File: src/rtl/uart_pkg.sv
// Shared UART definitions: transmitter state encoding, frame geometry and default bit period.
// Used by both the transmit and receive ends of the host serial link.
package uart_pkg;

    typedef enum logic [1:0] {
        IDLE  = 2'd0,
        START = 2'd1,
        DATA  = 2'd2,
        STOP  = 2'd3
    } tx_state_t;

    localparam int UART_DATA_BITS   = 8;
    // 100 MHz core clock / 115200 baud
    localparam int UART_CLK_PER_BIT = 868;

endpackage

File: src/rtl/uart_sync_fifo.sv
// Generic single-clock FIFO with separate occupancy count; read data is the head entry, taken on the pop edge.
// Latency: push visible to empty/count one cycle later; backpressure: push ignored when full, pop ignored when empty.
module uart_sync_fifo #(
    parameter int WIDTH     = 8,
    parameter int DEPTH_LOG = 4
) (
    input  logic                 core_clk,
    input  logic                 arst_n,
    input  logic                 push,
    input  logic [WIDTH-1:0]     wr_dat,
    output logic                 full,
    input  logic                 pop,
    output logic [WIDTH-1:0]     rd_dat,
    output logic                 empty,
    output logic [DEPTH_LOG:0]   count
);

    localparam int DEPTH = 1 << DEPTH_LOG;
    localparam logic [DEPTH_LOG:0] CNT_FULL = (DEPTH_LOG + 1)'(DEPTH);

    logic [WIDTH-1:0]     mem [DEPTH];
    logic [DEPTH_LOG-1:0] wr_ptr;
    logic [DEPTH_LOG-1:0] rd_ptr;
    logic                 do_push;
    logic                 do_pop;

    assign full    = (count == CNT_FULL);
    assign empty   = (count == '0);
    assign do_push = push && !full;
    assign do_pop  = pop && !empty;
    assign rd_dat  = mem[rd_ptr];

    always_ff @(posedge core_clk) begin
        if (do_push) begin
            mem[wr_ptr] <= wr_dat;
        end
    end

    // Pointers wrap naturally; the count disambiguates full from empty.
    always_ff @(posedge core_clk or negedge arst_n) begin
        if (!arst_n) begin
            wr_ptr <= '0;
            rd_ptr <= '0;
            count  <= '0;
        end else begin
            if (do_push) begin
                wr_ptr <= wr_ptr + 1'b1;
            end
            if (do_pop) begin
                rd_ptr <= rd_ptr + 1'b1;
            end
            if (do_push && !do_pop) begin
                count <= count + 1'b1;
            end else if (!do_push && do_pop) begin
                count <= count - 1'b1;
            end
        end
    end

endmodule

File: src/rtl/uart_tx_buffered.sv
// Buffered 8N1 UART transmitter, LSB first; push to start-bit edge is 2 cycles from idle.
// Backpressure: ready = !full from the registered count, no same-cycle bypass on pop.
module uart_tx_buffered
    import uart_pkg::*;
#(
    parameter int CLK_PER_BIT    = UART_CLK_PER_BIT,
    parameter int FIFO_DEPTH_LOG = 4
) (
    input  logic                      CLK,
    input  logic                      RST_N,
    input  logic [7:0]                data,
    input  logic                      valid,
    output logic                      ready,
    output logic                      UART_TX,
    output logic                      busy,
    output logic [FIFO_DEPTH_LOG:0]   fifo_count
);

    localparam int BAUD_W = $clog2(CLK_PER_BIT);
    localparam logic [BAUD_W-1:0] BAUD_LAST = BAUD_W'(CLK_PER_BIT - 1);
    localparam logic [2:0]        LAST_BIT  = 3'(UART_DATA_BITS - 1);

    localparam logic [1:0] ST_IDLE  = 2'(IDLE);
    localparam logic [1:0] ST_START = 2'(START);
    localparam logic [1:0] ST_DATA  = 2'(DATA);
    localparam logic [1:0] ST_STOP  = 2'(STOP);

    logic [1:0]                state;
    logic [BAUD_W-1:0]         baud_cnt;
    logic [2:0]                bit_idx;
    logic [UART_DATA_BITS-1:0] shift;
    logic                      tx_q;

    logic                      push;
    logic                      pop;
    logic                      bit_end;
    logic                      fifo_full;
    logic                      fifo_empty;
    logic [UART_DATA_BITS-1:0] fifo_dat;

    assign ready   = !fifo_full;
    assign push    = valid && ready;
    assign bit_end = (baud_cnt == BAUD_LAST);
    // Pop from idle, or at the very end of a stop bit to chain frames with no gap.
    assign pop     = !fifo_empty && ((state == ST_IDLE) || ((state == ST_STOP) && bit_end));
    assign busy    = (state != ST_IDLE) || !fifo_empty;
    assign UART_TX = tx_q;

    uart_sync_fifo #(
        .WIDTH     (UART_DATA_BITS),
        .DEPTH_LOG (FIFO_DEPTH_LOG)
    ) u_fifo (
        .core_clk (CLK),
        .arst_n   (RST_N),
        .push     (push),
        .wr_dat   (data),
        .full     (fifo_full),
        .pop      (pop),
        .rd_dat   (fifo_dat),
        .empty    (fifo_empty),
        .count    (fifo_count)
    );

    always_ff @(posedge CLK or negedge RST_N) begin
        if (!RST_N) begin
            state    <= ST_IDLE;
            baud_cnt <= '0;
            bit_idx  <= '0;
            shift    <= '0;
            tx_q     <= 1'b1;
        end else begin
            // Line register trails the state by one cycle, giving the 2-cycle push-to-start latency.
            case (state)
                ST_START: tx_q <= 1'b0;
                ST_DATA:  tx_q <= shift[0];
                default:  tx_q <= 1'b1;
            endcase

            if (state != ST_IDLE) begin
                baud_cnt <= bit_end ? '0 : baud_cnt + 1'b1;
            end

            case (state)
                ST_IDLE: begin
                    if (pop) begin
                        shift    <= fifo_dat;
                        baud_cnt <= '0;
                        bit_idx  <= '0;
                        state    <= ST_START;
                    end
                end
                ST_START: begin
                    if (bit_end) begin
                        state <= ST_DATA;
                    end
                end
                ST_DATA: begin
                    if (bit_end) begin
                        shift   <= {1'b0, shift[UART_DATA_BITS-1:1]};
                        bit_idx <= bit_idx + 3'd1;
                        if (bit_idx == LAST_BIT) begin
                            state <= ST_STOP;
                        end
                    end
                end
                default: begin
                    if (bit_end) begin
                        if (pop) begin
                            shift   <= fifo_dat;
                            bit_idx <= '0;
                            state   <= ST_START;
                        end else begin
                            state <= ST_IDLE;
                        end
                    end
                end
            endcase
        end
    end

endmodule

File: config.mk
export PLATFORM = sky130hd
export DESIGN_NAME = uart_tx_buffered
export DESIGN_NICKNAME = d
export VERILOG_FILES = /design/src/rtl/uart_pkg.sv /design/src/rtl/uart_sync_fifo.sv /design/src/rtl/uart_tx_buffered.sv
export SDC_FILE = /design/constraint.sdc
export NUM_CORES = 1
export LEC_CHECK = 0
export ABC_AREA = 1
export CAP_MARGIN = 25
export CORE_MARGIN = 2
export CORE_UTILIZATION = 50
export DETAILED_ROUTE_END_ITERATION = 10
export PLACE_DENSITY = 0.67
export SYNTH_ARGS = -nofsm -noshare
export SYNTH_HDL_FRONTEND = slang
export SYNTH_SLANG_ARGS = --single-unit
File: constraint.sdc
create_clock -name CLK -period 6 [get_ports CLK]
set_clock_uncertainty 0.1 [all_clocks]
set_input_delay 1.5 -clock CLK [delete_from_list [all_inputs] [get_ports CLK]]
set_output_delay 1.5 -clock CLK [all_outputs]
set_load 0.05 [all_outputs]
==> impl_metrics.json <==
{
  "fmax_ghz": 0.234,
  "grt_first_pass_wirelength_um": 26400,
  "yosys_warnings": 0,
  "reg2regPathDepth": 13,
  "synth_cells": 774,
  "root_buffer": "sky130_fd_sc_hd__clkbuf_16",
  "switching_share_pct": 28.2,
  "route.detailed.wl_per_inst_um": 16.7,
  "detail_route.drc_violations": 0,
  "filler_cell_count": 1245,
  "drt_pre_antenna_iters": 5,
  "seq_area_frac_synth_pct": 63.0,
  "cpMostUsedCell": "sky130_fd_sc_hd__inv_1",
  "tritoncts_clock_tree": "done",
  "hold_path_class": "flop to flop",
  "n_antenna_cell": 0,
  "layout_min_cycle_time_ps": 4270,
  "hold_viol_final": 0,
  "synthesis.area_sq_um": 7580,
  "power.share.sequential_pct": 48.3,
  "timing_worst_setup_path_type": "flop to primary output",
  "fp.dieArea_sq_um": 16200,
  "p_sw_mw": 0.824,
  "timing.critical_path.slowest_stage_cell": "sky130_fd_sc_hd__clkdlybuf4s50_1",
  "rsz0062_at_grt": "no",
  "grt_antenna_before_repair": 0,
  "hpwl_um": 10800,
  "cts_hold_buf": 0,
  "holdPathEnd": "bit_idx[0]",
  "ctsLongestPathBuffers": 2,
  "ir_drop_uv": 256,
  "cp_cell_sequence": "inv_1 > ha_1 > inv_1 > nor2_1 > inv_1 > clkdlybuf4s50_1",
  "iteration_0_drc_markers": 564,
  "power.leakage_nw": 3.72,
  "floorplan.core_area_sq_um": 14600,
  "power_mw": 2.92,
  "htree_num_levels": 4,
  "multiInputGateArea_sq_um": 2220,
  "dpl_worst_slack_ps": 2180,
  "comb_power_share_pct": 14.5,
  "outcome": "completed",
  "final.hold.worst_slack_ps": 389,
  "post_synth.cell_area_avg_sq_um": 9.79,
  "max_slew.worst_pin.slew_ps": 886,
  "grt.overflow.total": 0,
  "grt_use_total_pct": 21.8,
  "detail_route.vias_per_cell": 5.39,
  "maximum_number_of_pins_on_one_net_before_global_route_repair": 68,
  "cts_buffers": 17,
  "setup.worst_path.start_class": "flop",
  "resized_cells_post_cts": 0,
  "critical_path_fanout_max": 8,
  "fin_crit_sh_pct": 71.2,
  "powerDensity_nw_per_um2": 345,
  "final_nets": 815,
  "cell_taking_the_most_area_after_synthesis": "sky130_fd_sc_hd__edfxtp_1",
  "critical_path.reg2reg.endpoint": "shift[4]",
  "globalplace.congestion": 0.892,
  "min_from": "bit_idx[0]",
  "grt_pass1_vias": 5115,
  "fraction_of_layout_cells_with_a_size_suffix_above_1_pct": 6.75,
  "floorplan.initialDensity_pct": 51.8,
  "worstHoldPathCells": 1,
  "timing.max_slew.rel_slack_pct": 40.8,
  "dr_total_vias": 5304,
  "final-seq-area_sq_um": 4770,
  "synth.ff_latch_count": 165,
  "cp_data_required_time_ps": 4400,
  "timing.final.ws_setup_ps": 1730,
  "crit_buf_inv": 4,
  "final_antenna_net_count": 0,
  "synth.top_cells.by_area": "sky130_fd_sc_hd__edfxtp_1, sky130_fd_sc_hd__dfrtp_1, sky130_fd_sc_hd__nand2_1",
  "ys_types": 35,
  "syn-num-nets": 802,
  "finalSetupViolations": 0,
  "totalNegativeSetupSlack_ps": 0,
  "setup.reg_to_reg.worst_slack_ps": 3000,
  "slowest_delay_ps": 740,
  "cts_num_sinks": 165,
  "postCtsSetupBuffers": 0,
  "end_kind": "primary output",
  "timing.critical_path.max_delay_family": "buffers and inverters",
  "die_height_um": 127,
  "clk_pin_slew_worst_paths_ps": 70,
  "max-cap-violations": 0,
  "cell_internal_power_mw": 2.10,
  "timing_max_transition_violations_final": 0,
  "routed_wirelength_um": 16500,
  "placementRows": 44,
  "clock_latency_ps": 430,
  "num_io_pins": 19,
  "synth_top_area_share_pct": 50.7,
  "place.port_buffers": 18,
  "signal_arrival_time_at_the_worst_endpoint_ps": 2670,
  "clk_pwr_share_pct": 37.2,
  "rr_startpoint": "u_fifo.rd_ptr[0]",
  "area_delta_synth_final_pct": 11.7,
  "dieWidth_um": 127
}
metrics by stage:
step	utilization (%)	instances	cell area (sq um)
floorplan	-	774	7580
global placement	53.8	952	7880
detailed placement	53.8	952	7880
CTS	57.8	984	8470
global route	57.8	984	8470
finish	57.8	984	8470
cell families (layout without fill, tap and decap cells):
| family | count (synthesis) | in the layout | synth area share, % |
|---|---|---|---|
| fa+ha+maj | 17 | 17 | 2.91 |
| flops | 165 | 165 | 63.0 |
| buf+inv | 149 | 175 | 7.74 |
| xor+xnor | 9 | 9 | 1.04 |
| simple gates | 396 | 396 | 22.5 |
| compound gates | 38 | 38 | 2.86 |
routing by layer:
layer	GRT usage [%]	vias up	wire length [um]
li1	-	2542	-
met1	28.3	2528	7040
met2	36.4	210	8120
met3	4.48	24	1040
met4	8.47	0	274
met5	0	-	0
cell usage after synthesis:
library cell,instances
sky130_fd_sc_hd__o22ai_1,3
sky130_fd_sc_hd__nand2_2,2
sky130_fd_sc_hd__clkinv_1,1
sky130_fd_sc_hd__nor2_1,46
sky130_fd_sc_hd__xor2_1,8
sky130_fd_sc_hd__inv_2,3
sky130_fd_sc_hd__edfxtp_1,128
sky130_fd_sc_hd__ha_1,16
sky130_fd_sc_hd__nand2_1,227
sky130_fd_sc_hd__buf_1,1
sky130_fd_sc_hd__nor2_2,1
sky130_fd_sc_hd__dfstp_2,1
sky130_fd_sc_hd__nor3b_2,1
sky130_fd_sc_hd__o41ai_1,1
sky130_fd_sc_hd__nor3_1,3
sky130_fd_sc_hd__nand2_4,3
sky130_fd_sc_hd__a22o_1,1
sky130_fd_sc_hd__buf_2,16
sky130_fd_sc_hd__nand3_2,5
sky130_fd_sc_hd__clkbuf_1,9
sky130_fd_sc_hd__dfrtp_1,36
sky130_fd_sc_hd__nand4_1,3
sky130_fd_sc_hd__nand3_1,104
sky130_fd_sc_hd__buf_6,1
sky130_fd_sc_hd__a31oi_1,1
sky130_fd_sc_hd__inv_1,118
sky130_fd_sc_hd__o32ai_1,1
sky130_fd_sc_hd__nor2_4,1
sky130_fd_sc_hd__xnor2_1,1
sky130_fd_sc_hd__a21oi_1,5
sky130_fd_sc_hd__o21ai_0,21
sky130_fd_sc_hd__o21ai_1,1
sky130_fd_sc_hd__fa_1,1
sky130_fd_sc_hd__o31ai_1,2
sky130_fd_sc_hd__o211ai_1,2
flip-flops by register name, summed over array words and instances, names as in the netlist:
register       cells
u_fifo.mem       128
baud_cnt          10
shift              8
u_fifo.count       5
u_fifo.rd_ptr      4
u_fifo.wr_ptr      4
bit_idx            3
state              2
UART_TX            1
power by group through the flow:
stage | Sequential, mW | Combinational (mW) | Clock, mW
6_report | 1.41 | 0.424 | 1.09
5_1_grt | 1.42 | 0.467 | 1.15
4_1_cts | 1.41 | 0.423 | 1.10
3_5_place_dp | 1.44 | 0.419 | 0
3_3_place_gp | 1.43 | 0.406 | 0
2_1_floorplan | 1.48 | 0.213 | 0
cell usage in the layout, fill, tap and decap left out, drive strengths merged, types with 8 or more instances in the layout:
cell type	instances
xor2	8
clkdlybuf4s50	17
nand3	109
edfxtp	128
inv	128
nor2	48
ha	16
nand2	232
dfrtp	36
o21ai	22
clkbuf	17
how the worst max path moves through the flow:
stage	end	from	cells after the start
2_1_floorplan	busy	u_fifo.count[1]	4
3_3_place_gp	busy	state[0]	6
3_5_place_dp	busy	state[1]	6
4_1_cts	busy	state[1]	6
5_1_grt	busy	state[1]	6
6_report	busy	state[0]	6
final cells by class:
class                      instances  share of cell area (%)
clock buffer                      17                    5.02
multi-input combinational        460                    26.2
clock inverter                    15                    1.94
inverter                         122                    5.41
timing repair buffer              21                    2.33
tap                              184                    2.72
sequential                       165                    56.4
No activity file was read; power rests on OpenSTA's default activity.
==> variant 1 (same flow settings) <==
`FIFO_DEPTH_LOG`: 4 -> 5.
--- a/src/rtl/uart_tx_buffered.sv
+++ b/src/rtl/uart_tx_buffered.sv
@@ -4,7 +4,7 @@
     import uart_pkg::*;
 #(
     parameter int CLK_PER_BIT    = UART_CLK_PER_BIT,
-    parameter int FIFO_DEPTH_LOG = 4
+    parameter int FIFO_DEPTH_LOG = 5
 ) (
     input  logic                      CLK,
     input  logic                      RST_N,
Ports: changed (resized fifo_count); port bits go from 19 to 20. The function was not compared with the original's and may differ.
==> variant 1 against the unedited design <==
Final cell count rose by 59%; register-to-register slack got worse by 0.44 ns; sequential share of layout area rose by 5.4 points; sequential cell count rose by 131; worst setup slack improved by 0.10 ns; worst hold slack got worse by 0.0089 ns; total power rose by 62%; area after synthesis rose by 69%; final area rose by 66%; critical path depth fell by 2; via count rose by 60%; global-route usage rose by 0.64 points; routed wire length rose by 79%; highest routed layer unchanged.
==> variant 1: results (changes against the unedited design) <==
* Synth cell count leaders: nand2_1, edfxtp_1, nor2_1, nand3_1, inv_1
* Layout cells sized above 1 at 0.0569 (-0.0106)
* GR Util met2 at 0.349 (-0.0150)
* Clk Latency, worst-skew pair at 0.58 ns (+0.15 ns)
* Hold endpoint: shift[4]
* Post-DR vias/cell at 5.43 (+0.72%)
* Via count at 8469 (+60%)
* GR Util met3 at 0.0346 (-0.0102)
* WHS Path Cells at 2 (+1)
* Worst R2R Setup Slack at 2.56 ns (-0.44 ns)
* Post-CTS setup buffers at 0 (unchanged)
* R2R depth at 12 (-1)
* Hold Startpoint: shift[4]
* Placed cells at 1504 (+58%)
* Pin count of the biggest net entering global routing at 78 (+15%)
* Number of CTS-inserted buffers at 30 (+13)
* Outcome: completed
* Gr usage total at 0.225 (+0.00635)
* Reg clk slew, reported paths at 0.06 ns
* Crit-path max cell delay at 0.89 ns (+0.15 ns)
* Count of flip-flops with a built-in enable after synthesis at 256 (+100%)
* First DRT Iteration DRCs at 868 (+54%)
* Biggest regs: u_fifo.mem: 256 flops, baud_cnt: 10 flops, shift: 8 flops
* Metal2 WL at 13600 µm (+67%)
* Synth area leaders: edfxtp_1, nand2_1, dfrtp_1
* GPL Wtd Cong at 0.874 (-2.0%)
* Leakage at 5.36 nW (+44%)
* CTS max path bufs at 3 (+1)
* Vias in the first global route at 8173 (+60%)
* I/O Buffers at 19 (+1)
* Register area share after synthesis at 0.680 (+0.0506)
* Wire per inst at 18.9 µm (+13%)
* Syn Inst Count at 1205 (+56%)
* Async set-reset flop share out of synthesis at 0.135 (-0.0891)
* Post-synth cell types at 34 (-2.9%)
* Met1 Resource Use GR at 0.324 (+0.0406)
* Met3 Routed Length at 2350 µm (+130%)
* Depth of the CTS H-tree at 1 (-3)
* Maximum vdd drop at 0.000287 V (+12%)
* Post-detail-place hpwl at 17600 µm (+64%)
* Worst Hold Class: reg2reg
* Worst reg2reg startpoint: u_fifo.rd_ptr[0]
* Cts repair resizes at 0 (unchanged)
* Met1 wire length at 12500 µm (+77%)
* Crit Path Max Fanout at 12 (+4)
* Worst-margin pin slew at 0.912 ns (+0.0267 ns)
* First-pass GRT wire length at 45500 µm (+72%)
[variant 1: cell types whose count changed after synthesis, sizes merged, moves of 2 or more]
cell,before,now
a21oi,5,26
buf,18,36
clkbuf,9,19
dfrtp,36,39
edfxtp,128,256
inv,121,74
nand2,232,315
nand3,109,121
nor2,48,194
o211ai,2,11
o21ai,22,66
o31ai,2,0
or2,0,4
[variant 1: cell families (layout without fill, tap and decap cells)]
family          after synthesis  in the layout  share of synthesized area
buf+inv                     131            156                     0.0427
xor+xnor                     11             11                    0.00754
simple gates                638            638                      0.204
compound gates              111            111                     0.0470
fa+ha+maj                    18             18                     0.0182
flops                       296            296                      0.680
[variant 1: power by group]
| group | internal (mW) | switching (mW) |
|---|---|---|
| Sequential | 2.38 | 0.0780 |
| Combinational | 0.136 | 0.382 |
| Clock | 1.01 | 0.759 |
[variant 1: final cells by class]
cell class / instances / area [µm²]
tap: 330 / 413
clock inverter: 13 / 135
fill: 2148 / 11000
timing repair buffer: 25 / 213
multi-input combinational: 778 / 3540
inverter: 76 / 285
sequential: 296 / 8690
clock buffer: 42 / 796
[variant 1: how the worst max path moves through the flow]
stage                         from         endpoint  slack [ns]  depth (start not counted)
after floorplan              valid  u_fifo.count[5]        2.77                         14
after detailed placement     valid  u_fifo.count[5]        2.11                         15
final                     state[0]             busy        1.83                          4
after global placement       valid  u_fifo.count[5]        2.13                         15
after global routing      state[0]             busy        1.69                          4
after CTS                 state[0]             busy        1.81                          4
[variant 1: per-stage QoR]
stage | worst slack, ns | instance area, µm² | hold WS, ns
final | 1.83 | 14100 | 0.380
after global routing | 1.69 | 14100 | 0.406
after CTS | 1.81 | 14100 | 0.385
after detailed placement | 2.11 | 13100 | 0.366
after global placement | 2.13 | 13100 | 0.363
after floorplan | 2.77 | 12800 | 0.349
==> variant 2 (same settings) <==
Without the edit above. Make the reset (`RST_N` and `arst_n`) synchronous in 2 clocked blocks.
--- a/src/rtl/uart_sync_fifo.sv
+++ b/src/rtl/uart_sync_fifo.sv
@@ -37,7 +37,7 @@
     end
 
     // Pointers wrap naturally; the count disambiguates full from empty.
-    always_ff @(posedge core_clk or negedge arst_n) begin
+    always_ff @(posedge core_clk) begin
         if (!arst_n) begin
             wr_ptr <= '0;
             rd_ptr <= '0;
--- a/src/rtl/uart_tx_buffered.sv
+++ b/src/rtl/uart_tx_buffered.sv
@@ -61,7 +61,7 @@
         .count    (fifo_count)
     );
 
-    always_ff @(posedge CLK or negedge RST_N) begin
+    always_ff @(posedge CLK) begin
         if (!RST_N) begin
             state    <= ST_IDLE;
             baud_cnt <= '0;
Check against the original RTL: differs if RST_N is asserted again (counterexample within 4 cycles, from zero or initial values and one cycle with RST_N low); with RST_N held inactive, the same outputs for 10 cycles.
==> variant 2 against the unedited design <==
Register-to-register slack barely moved; global-route usage fell by 0.69 points; utilization fell by 0.070 points; routed wire length fell by 1.9%; final area fell by 0.87%; critical path depth fell by 1; area after synthesis fell by 1.5%; count of clock-buffer cells in the layout did not move; highest routed layer unchanged; sequential cell count rose by 4; synthesized cell count rose by 2.6%; worst setup slack improved by 0.28 ns.
Power is not compared: it rests on default switching activity, and its combinational part moved more than twofold at a synthesized area within 25%.
==> variant 2: results (changes against the unedited design) <==
* Outcome: completed
* Number of CTS-inserted buffers at 17 (unchanged)
* Ys Warns at 0 (unchanged)
* CTS root buffer: clkbuf_16
* Worst Hold Class: reg2reg
* Initial antenna violation count at 0 (unchanged)
* GPL Wtd Cong at 0.805 (-9.8%)
* Clk Latency, worst-skew pair at 0.43 ns (about the same)
* Crit Path Max Fanout at 10 (+2)
* Crit-path max cell delay at 0.73 ns
* Post-synth cell types at 28 (-20%)
* Gr usage total at 0.211 (-0.00689)
* CTS max path bufs at 2 (unchanged)
* Synth area leaders: edfxtp_1, nand2_1, dfxtp_1
* Biggest regs: u_fifo.mem: 128 flops, baud_cnt: 10 flops, shift: 8 flops
* Wire per inst at 16.1 µm (-3.7%)
* First-pass GRT wire length at 26100 µm (-1.2%)
* Reg clk slew, reported paths at 0.06 ns
* Nets at 834 (+2.3%)
* Leakage at 3.39 nW
* Post-detail-place hpwl at 10000 µm (-6.7%)
* I/O Buffers at 18 (unchanged)
* Placed instance area at 7780 µm² (-1.2%)
* Vias in the first global route at 4961 (-3.0%)
* Maximum vdd drop at 0.000392 V
* Post-DR vias/cell at 5.33 (-1.2%)
* Post-CTS setup buffers at 0 (unchanged)
* Syn Nets at 822 (+2.5%)
* Crit path DAT at 2.40 ns (-0.27 ns)
* First DRT Iteration DRCs at 486 (-14%)
* Post-route DRC at 0 (unchanged)
* Router iterations before antenna repair at 5 (unchanged)
* CP delay by family, top: buffers and inverters
* Register area share after synthesis at 0.625 (-0.00475)
* Synth cell count leaders: nand2_1, edfxtp_1, nand3_1, inv_1, nor2_1
* Antenna cells at 0 (unchanged)
* Async set-reset flop share out of synthesis at 0 (-0.224)
* Depth of the CTS H-tree at 4 (unchanged)
* Layout cells sized above 1 at 0.0586 (-0.00889)
* Fillers at 1246 (+0.080%)
* Pin count of the biggest net entering global routing at 66 (-2.9%)
* Slowest CP cell: clkdlybuf4s50_1
* Count of flip-flops with a built-in enable after synthesis at 128 (unchanged)
* Slew headroom at 0.429 (+0.0216)
* Cts repair resizes at 0 (unchanged)
-- variant 2: cell count changes in the layout (fill, tap and decap cells not counted), moves of 5 or more --
| cell | before | now |
|---|---|---|
| a211oi_1 | 0 | 5 |
| a21oi_1 | 5 | 29 |
| dfrtp_1 | 35 | 0 |
| dfxtp_1 | 0 | 40 |
| inv_1 | 117 | 89 |
| nand2_1 | 227 | 235 |
| nand3_1 | 104 | 91 |
| nor2_1 | 46 | 80 |
| o21ai_0 | 21 | 29 |
| xor2_1 | 8 | 0 |
-- variant 2: final timing paths --
| check | slack (ns) | end | startpoint | depth (start not counted) |
|---|---|---|---|---|
| worst max-delay path | 2.00 | busy | u_fifo.count[1] | 5 |
| worst min-delay path | 0.37 | shift[3] | shift[3] | 2 |
| worst max register to register | 2.99 | u_fifo.count[4] | baud_cnt[1] | 17 |
| worst min register to register | 0.37 | shift[3] | shift[3] | 2 |
-- variant 2: worst min-delay path, stage by stage, from the launching register on --
cell and delay, ns:
dfxtp_1 0.31, nand2_1 0.06, a21oi_1 0.05
-- variant 2: layout make-up --
type / instances / area share
Inverter: 92 / 0.0411
Clock inverter: 15 / 0.0195
Timing Repair Buffer: 22 / 0.0289
Clock buffer: 17 / 0.0507
Sequential cell: 169 / 0.556
Tap cell: 184 / 0.0274
Multi-Input combinational cell: 504 / 0.276
-- variant 2: metrics by stage --
stage | power [mW] | std cells | utilization | setup slack [ns]
after global routing | 4.01 | 1003 | 0.578 | 1.86
final | 3.79 | 1003 | 0.578 | 2.00
after global placement | 2.65 | 969 | 0.534 | 2.14
after floorplan | 2.37 | 794 | - | 2.77
after CTS | 3.79 | 1002 | 0.576 | 1.99
after detailed placement | 2.71 | 970 | 0.536 | 2.06
-- variant 2: cell families after synthesis --
group / after synthesis / share of synthesized area
and+or+nand+nor: 418 / 0.231
DFF: 169 / 0.625
buffers and inverters: 121 / 0.0644
AOI/OAI and AO/OA: 66 / 0.0473
adders and majority gates: 17 / 0.0295
xor gates and xnor gates: 3 / 0.00352
-- variant 2: metal layers --
metal,vias to the layer above,part of all wire,GRT usage
met3,17,0.057,0.0501
li1,2615,-,-
met4,0,0.014,0.0562
met1,2540,0.45,0.298
met2,172,0.48,0.332
met5,-,0,0
-- variant 2: power by group --
part           switching [mW]  internal (mW)  leakage [nW]
sequential             0.0604           1.36          1.49
clock                   0.470          0.619         0.273
combinational           0.880          0.409          1.62
total                    1.41           2.38          3.39
